==> config.mk <==
export PLATFORM = sky130hd
export DESIGN_NAME = snoop_cache_node
export DESIGN_NICKNAME = d
export VERILOG_FILES = /design/src/rtl/snoop_cache_node.sv
export SDC_FILE = /design/constraint.sdc
export NUM_CORES = 1
export LEC_CHECK = 0
export CORE_MARGIN = 2
export CORE_UTILIZATION = 40
export CTS_CLUSTER_SIZE = 24
export DETAILED_ROUTE_END_ITERATION = 10
export GPL_TIMING_DRIVEN = 0
export PLACE_DENSITY = 0.6
export SLEW_MARGIN = 20
export SYNTH_ARGS = -nofsm -noshare
export SYNTH_HDL_FRONTEND = slang
export SYNTH_SLANG_ARGS = --single-unit
==> constraint.sdc <==
create_clock -name clock -period 7.5 [get_ports clock]
set_input_delay 1.875 -clock clock [delete_from_list [all_inputs] [get_ports clock]]
set_output_delay 1.875 -clock clock [all_outputs]
set_load 0.005 [all_outputs]
==> src/rtl/snoop_cache_node.sv <==
// Per-processor L1 MSI controller on a shared snooping bus, direct-mapped.
// Define SNOOP_MESI_EN to add the Exclusive state (MESI).
module snoop_cache_node #(
   parameter int                PROC_W    = 2,
   parameter logic [PROC_W-1:0] PROC_ID   = 2'b01,
   parameter int                TAG_W     = 4,
   parameter int                DATA_W    = 8,
   parameter int                NUM_LINES = 4
) (
   input  logic              clock,
   input  logic              reset,
   input  logic [PROC_W-1:0] proc,
   input  logic [1:0]        opcode,
   input  logic [TAG_W-1:0]  tag,
   input  logic [DATA_W-1:0] data,
   output logic              done,
   output logic [DATA_W-1:0] read_data,
   output logic              bus_req,
   input  logic              bus_grant,
   output logic              bus_valid,
   output logic [1:0]        bus_cmd,
   output logic [TAG_W-1:0]  bus_tag,
   input  logic              snoop_valid,
   input  logic [1:0]        snoop_cmd,
   input  logic [TAG_W-1:0]  snoop_tag,
   output logic              flush_valid,
   output logic [DATA_W-1:0] flush_data,
   input  logic              flush_in_valid,
   input  logic [DATA_W-1:0] flush_in_data,
   output logic              mem_req,
   output logic              mem_we,
   output logic [TAG_W-1:0]  mem_tag,
   output logic [DATA_W-1:0] mem_wdata,
   input  logic [DATA_W-1:0] data_mem,
   input  logic              mem_ack
);

   localparam int IDX_W   = $clog2(NUM_LINES);
   localparam int INSTR_W = PROC_W + 2 + TAG_W + DATA_W;

   localparam logic [1:0] ST_I = 2'b00;
   localparam logic [1:0] ST_S = 2'b01;
   localparam logic [1:0] ST_M = 2'b10;
   localparam logic [1:0] ST_E = 2'b11;
   localparam logic [1:0] CMD_RD  = 2'b00;
   localparam logic [1:0] CMD_WR  = 2'b01;
   localparam logic [1:0] CMD_INV = 2'b10;

`ifdef SNOOP_MESI_EN
   localparam logic MESI = 1'b1;
`else
   localparam logic MESI = 1'b0;
`endif

   typedef enum logic [2:0] {
      IDLE, LOOKUP, WB_VICTIM, BUS_ARB,
      BUS_SEND, FILL_WAIT, MEM_RD, COMPLETE
   } state_t;

   state_t state, nxt;

   logic [1:0]        lst  [NUM_LINES];
   logic [TAG_W-1:0]  ltag [NUM_LINES];
   logic [DATA_W-1:0] ldat [NUM_LINES];

   logic [INSTR_W-1:0] last_instr, cur_instr;
   logic               new_instr, is_emit, op_nop;
   logic [IDX_W-1:0]   idx, sidx;
   logic               hit, wr_silent;
   logic [1:0]         pend_cmd, nxt_cmd;

   logic              e_we, rd_we;
   logic [1:0]        e_st;
   logic [DATA_W-1:0] e_dat, rd_val;

   logic       s_hit, s_flush, s_we, snp_cur;
   logic [1:0] s_st, s_nst;

   assign cur_instr = {proc, opcode, tag, data};
   assign new_instr = cur_instr != last_instr;
   assign is_emit   = proc == PROC_ID;
   assign op_nop    = opcode[1];
   assign idx       = tag[IDX_W-1:0];
   assign sidx      = snoop_tag[IDX_W-1:0];
   assign hit       = lst[idx] != ST_I && ltag[idx] == tag;
   assign wr_silent = lst[idx] == ST_M || (MESI && lst[idx] == ST_E);

   // Snoops are ignored only while our own command is on the bus
   assign s_st    = lst[sidx];
   assign s_hit   = snoop_valid && s_st != ST_I && ltag[sidx] == snoop_tag
                    && state != BUS_SEND;
   assign s_flush = s_hit && s_st == ST_M && snoop_cmd != 2'b11;
   assign s_we    = s_hit && (snoop_cmd == CMD_WR || snoop_cmd == CMD_INV ||
                              (snoop_cmd == CMD_RD && s_st != ST_S));
   assign s_nst   = (snoop_cmd == CMD_RD) ? ST_S : ST_I;
   assign snp_cur = s_we && sidx == idx;

   assign bus_cmd = bus_valid ? pend_cmd : 2'b00;
   assign bus_tag = bus_valid ? tag : '0;

   always_comb begin
      nxt       = state;
      nxt_cmd   = pend_cmd;
      e_we      = 1'b0;
      e_st      = ST_I;
      e_dat     = data;
      rd_we     = 1'b0;
      rd_val    = ldat[idx];
      bus_req   = 1'b0;
      bus_valid = 1'b0;
      mem_req   = 1'b0;
      mem_we    = 1'b0;
      mem_tag   = '0;
      mem_wdata = '0;
      unique case (state)
         IDLE:
            if (is_emit && (new_instr || !done))
               nxt = op_nop ? COMPLETE : LOOKUP;
         LOOKUP:
            if (snp_cur) begin
               nxt = LOOKUP;
            end else if (hit && opcode == 2'b00) begin
               rd_we = 1'b1;
               nxt   = COMPLETE;
            end else if (hit && wr_silent) begin
               e_we = 1'b1;
               e_st = ST_M;
               nxt  = COMPLETE;
            end else if (hit) begin
               nxt_cmd = CMD_INV;
               nxt     = BUS_ARB;
            end else begin
               nxt_cmd = (opcode == 2'b00) ? CMD_RD : CMD_WR;
               nxt     = (lst[idx] == ST_M) ? WB_VICTIM : BUS_ARB;
            end
         WB_VICTIM: begin
            mem_req   = 1'b1;
            mem_we    = 1'b1;
            mem_tag   = ltag[idx];
            mem_wdata = ldat[idx];
            if (mem_ack) nxt = BUS_ARB;
         end
         BUS_ARB: begin
            bus_req = 1'b1;
            if (snp_cur) nxt = LOOKUP;
            else if (bus_grant) nxt = BUS_SEND;
         end
         BUS_SEND: begin
            bus_req   = 1'b1;
            bus_valid = 1'b1;
            if (pend_cmd == CMD_RD) begin
               nxt = FILL_WAIT;
            end else begin
               e_we = 1'b1;
               e_st = ST_M;
               nxt  = COMPLETE;
            end
         end
         FILL_WAIT: begin
            bus_req = 1'b1;
            if (flush_in_valid) begin
               e_we   = 1'b1;
               e_st   = ST_S;
               e_dat  = flush_in_data;
               rd_we  = 1'b1;
               rd_val = flush_in_data;
               nxt    = COMPLETE;
            end else begin
               nxt = MEM_RD;
            end
         end
         MEM_RD: begin
            bus_req = 1'b1;
            mem_req = 1'b1;
            mem_tag = tag;
            if (mem_ack) begin
               e_we   = 1'b1;
               e_st   = MESI ? ST_E : ST_S;
               e_dat  = data_mem;
               rd_we  = 1'b1;
               rd_val = data_mem;
               nxt    = COMPLETE;
            end
         end
         COMPLETE: nxt = IDLE;
         default:  nxt = IDLE;
      endcase
   end

   always_ff @(posedge clock or posedge reset) begin
      if (reset) begin
         state       <= IDLE;
         pend_cmd    <= CMD_RD;
         last_instr  <= '1;
         done        <= 1'b0;
         read_data   <= '0;
         flush_valid <= 1'b0;
         flush_data  <= '0;
         for (int i = 0; i < NUM_LINES; i++) begin
            lst[i]  <= ST_I;
            ltag[i] <= '0;
            ldat[i] <= '0;
         end
      end else begin
         state       <= nxt;
         pend_cmd    <= nxt_cmd;
         last_instr  <= cur_instr;
         flush_valid <= s_flush;
         flush_data  <= s_flush ? ldat[sidx] : '0;
         if (new_instr) done <= 1'b0;
         else if (state == COMPLETE || !is_emit) done <= 1'b1;
         if (rd_we) read_data <= rd_val;
         if (s_we) lst[sidx] <= s_nst;
         // A fill replaces the whole line, so it overrides a snoop on the victim
         if (e_we) begin
            lst[idx]  <= e_st;
            ltag[idx] <= tag;
            ldat[idx] <= e_dat;
         end
      end
   end

endmodule
### Word level (Yosys, flattened, before mapping)

Index checks and enable logic that the tools add are counted.

* bits in registers: 95
* input bits: 44
* output and inout port bits: 40
* word-level logic and storage cells: 165

* magnitude comparators: 4
* eq/ne operators: 23
* multiplexer cells: 83
* bitwise gates (word level): 5
* reduce and logical (&&, ||, !) cells: 31

Operators by type and width (count)
* two-way mux 8 bit: 13
* binary-select mux 8 bit (select 2 bit): 2
* bitwise mux 32 bit: 1
* one-hot mux 8 bit (2 select lines): 2
* two-way mux 3 bit: 9
* two-way mux 2 bit: 13
* two-way mux 4 bit: 6
* one-hot mux 3 bit (8 select lines): 1
* two-way mux 1 bit: 21
* binary-select mux 4 bit (select 2 bit): 2
* bitwise mux 16 bit: 1
* bitwise mux 8 bit: 2
* demux 8 bit (select 2 bit): 1
* != test 16 bit: 1
* logical AND 1 bit: 14
* == test 3 bit (second input constant): 4
* binary-select mux 2 bit (select 2 bit): 2
* demux 2 bit (select 2 bit): 2
* demux 4 bit (select 2 bit): 1
* == test 4 bit: 2
* != test 2 bit (second input constant): 4
* one-hot mux 2 bit (4 select lines): 1
* one-hot mux 4 bit (2 select lines): 1
* AND reduction 4 bit: 2
* other kinds (20): 38

### Logic depth before layout (Yosys ltp)

Gate-level depths: netlist of the first run.

* word-level depth: 14
* mapped depth: 11

### Worst setup path before layout of the first run

OpenSTA, ideal clock, no wires.

* kind: input-to-output
* start point: input tag[1]
* end point: output mem_wdata[5]
* arrival: 3470 ps
* data required time: 5625 ps
* setup slack: 2155 ps
* stages: 6
* path through: buf_2 -> buf_1 -> buf_2 -> buf_1 -> mux4_2 -> and3_1

* cells in the longest elaborated chain, start to end: 5

Ends and longest elaborated chain
* from (decl): RTL line 14 `input logic [TAG_W-1:0] tag,`
* inverter 2 -> 3 bit (implied by the code): RTL line 140 `mem_wdata = ldat[idx];`
* binary-select mux 8 bit (select 2 bit): RTL line 140
* two-way mux 8 bit (implied by the code) (2 in a row): RTL line 140
* two-way mux 8 bit: RTL line 115 `unique case (state)`
* to (decl): RTL line 33 `output logic [DATA_W-1:0] mem_wdata,`

Every way passes these cells. The select of a mux whose other input is x is not followed.

### Worst setup path after layout of the first run

Same ends and word-level chain as after synthesis.

==> reports/qor.yml, run 1 <==
cts_resized: 0
cts_max_level: 3
maxCapViolCount: 0
wl_per_cell_microns: 23.69
place_congestion: 0.8802
synth_edf_count: 0
antenna_cells: 0
grt_pass1_vias: 5515
die_h_microns: 126.4
die_w_microns: 126.4
hold_path_class: "reg2reg"
holdBufCountCts: 0
portBuffers: 82
drv_slew: 0
finalHoldViolCount: 0
cp.arrival_ns: 5.41
most-common-layout-cells: "clkdlybuf4s50_1 (82), dfrtp_1 (79), a21oi_1 (56)"
setup_viol: 0
syn_nets: 641
die-area_sq_um: 15990
netlist_instances: 595
yosys_warnings: 0
drive_gt1_share_pct: 12.82
fmaxAchievable_mhz: 137.3
pin_count: 84
root_buffer: "clkbuf_16"
gr-total-overflow: 0
path_class: "in2out"
post-dp-hpwl_microns: 14520
cts_made_buffers: 9
rsz0062_at_grt: "no"
fillCellCount: 1313
synth_area_sq_um: 5997
crit_required_ns: 5.62
post-route-period-util_pct: 97.11
std_cell_rows: 44
post-place-ws_ns: 0.2291
whs_ns: 0.5017
synth.avg_cell_area_sq_um: 10.08
tns_ns: 0
final_util_pct: 50.57
seq_area_frac_synth_pct: 39.97
grtUsageTotal_pct: 26.37
min_period_ns: 7.283
clock_skew_ns: 0.01093
clkLatencyLatePin_ns: 0.37
ant_nets: 0
cts.clk_slew.worst_paths_ns: 0.07
antenna_found_initial: 0
fin_ws_ns: 0.2165
crit_fanout: 10
dpl_cell_area_sq_um: 7081
grt_pass1_wl_microns: 32620
syn_to_final_growth_pct: 23.03
nNetsFinal: 735
max_stage_delay_ns: 0.61
max_slew.worst_pin.slew_ns: 0.8608
drc: 0
fin_area_sq_um: 7378
final_common_cell: "clkdlybuf4s50_1"
clock_path_buffers: 2
slew-limit-headroom_pct: 42.62
slowest_stage: "buf_1"
cp_cell_sequence: "clkdlybuf4s50_1 > buf_2 > buf_1 > buf_2 > buf_1 > mux4_2 > and3_1 > clkdlybuf4s50_1"
initial_utilization_pct: 41.11
ir_worst_vdd_mv: 0.1160
tritoncts: "done"
endpoint_kind: "output pin"
synth_flop_cell: "dfrtp_1"
coreArea_sq_um: 14590
via_count: 5634
power_density_nw_per_um2: 307.2
clock-sinks: 95
finalWirelength_microns: 20800
leakage_nw: 2.601
grt_max_degree: 70
synthArstFlopShare_pct: 100.0
via_per_inst: 6.417
synth.distinct_cells: 66
ys_ff_latch: 95
drt_iter0_drc: 583
status: "complete, no violations"
postCtsSetupRepairBufs: 0
start_kind: "input pin"
dr.pass1.iters: 5
[state kept, by name, summed over array words and instances, names as in the netlist]
signal	cells
ltag	16
done	1
lst	8
pend_cmd	2
read_data	8
last_instr	16
ldat	32
state	3
flush_valid	1
flush_data	8
[per-stage QoR]
stage | power [W] | std cells
floorplan | 0.001376 | 595
detailed placement | 0.001769 | 862
global placement | 0.001749 | 861
CTS | 0.002252 | 878
global route | 0.002399 | 878
finish | 0.002266 | 878
[metal layers]
metal / global-route usage (%) / vias up / part of all wire, % / routed length [microns]
li1: - / 2492 / - / -
met4: 7.628 / 0 / 2.3 / 472
met1: 39.16 / 2799 / 45 / 9403
met5: 0 / - / 0 / 0
met2: 37.91 / 308 / 43 / 9000
met3: 6.959 / 35 / 9.2 / 1919
[report_power, final]
| group | internal (W) | switching [W] |
|---|---|---|
| Sequential | 0.000636 | 0.000110 |
| Clock | 0.000259 | 0.000221 |
| Combinational | 0.000474 | 0.000566 |
[cell families after synthesis]
kind of cell    after synthesis  share of synthesized area, %
simple gates                161                         13.44
buf+inv                      77                         5.487
flops                        95                         39.97
xor+xnor                     24                         3.630
compound gates              201                         25.89
mux                          35                         11.16
fa+ha+maj                     2                        0.4172
[Yosys cell counts (8+ instances only)]
master / n / area share [%]
dfrtp_1: 79 / 33
a21oi_1: 56 / 4.7
nor2_1: 45 / 2.8
o311ai_0: 41 / 6.0
clkbuf_1: 38 / 2.4
nand2_1: 33 / 2.1
o311ai_1: 32 / 4.7
mux4_2: 22 / 8.3
xnor2_1: 21 / 3.1
inv_1: 19 / 1.2
nor2b_1: 17 / 1.8
dfstp_2: 16 / 7.0
nand3_1: 13 / 1.1
and3_1: 12 / 1.3
buf_2: 11 / 0.92
a22oi_1: 10 / 1.3
nand2b_1: 10 / 1.0
o21ai_0: 10 / 0.83
o211ai_1: 9 / 1.1
nand4_1: 8 / 0.83
o221a_1: 8 / 1.5
[area by class of cell]
type	instances	area [sq um]	area share (%)
multi-input cells	423	3271	44.33
flip-flops and latches	95	2397	32.49
repair buffers	83	848.3	11.50
plain buffers	58	257.7	3.493
well taps	184	230.2	3.120
clock buffers	9	225.2	3.052
inverters	19	76.32	1.034
clock inverters	7	72.57	0.9836
[final timing paths]
kind | start | endpoint | slack, ns | depth (start not counted)
min | ltag[5] | ltag[5] | 0.50 | 1
max reg2reg | state[1] | ltag[10] | 4.61 | 10
min reg2reg | ltag[5] | ltag[5] | 0.50 | 1
max | tag[1] | mem_wdata[5] | 0.22 | 8
min in group asynchronous | reset | ltag[11] | 1.85 | 2
max in group asynchronous | reset | last_instr[5] | 4.98 | 3
[critical path, delay by kind of cell]
kind                   cells  cell delay, ns
AND/OR/NAND/NOR            1            0.20
multiplexers               1            0.46
buffers and inverters      6            2.86
Power figures use the tool's default switching activity.
==> run 2: changes to the inputs <==
- clock period: 7.5 -> 7.76 ns (I/O delays scaled with it)
==> results of run 2 <==
The final DEF is identical to that of run 1. Status: complete, no violations.
Main changes from that run: setup slack after placement 0.2291 ns -> 0.3591 ns; setup slack after layout 0.2165 ns -> 0.3465 ns; register-to-register setup slack 4.61 ns -> 4.87 ns; total power 0.002266 W -> 0.002190 W; worst IR drop on VDD 0.1160 mV -> 0.1122 mV
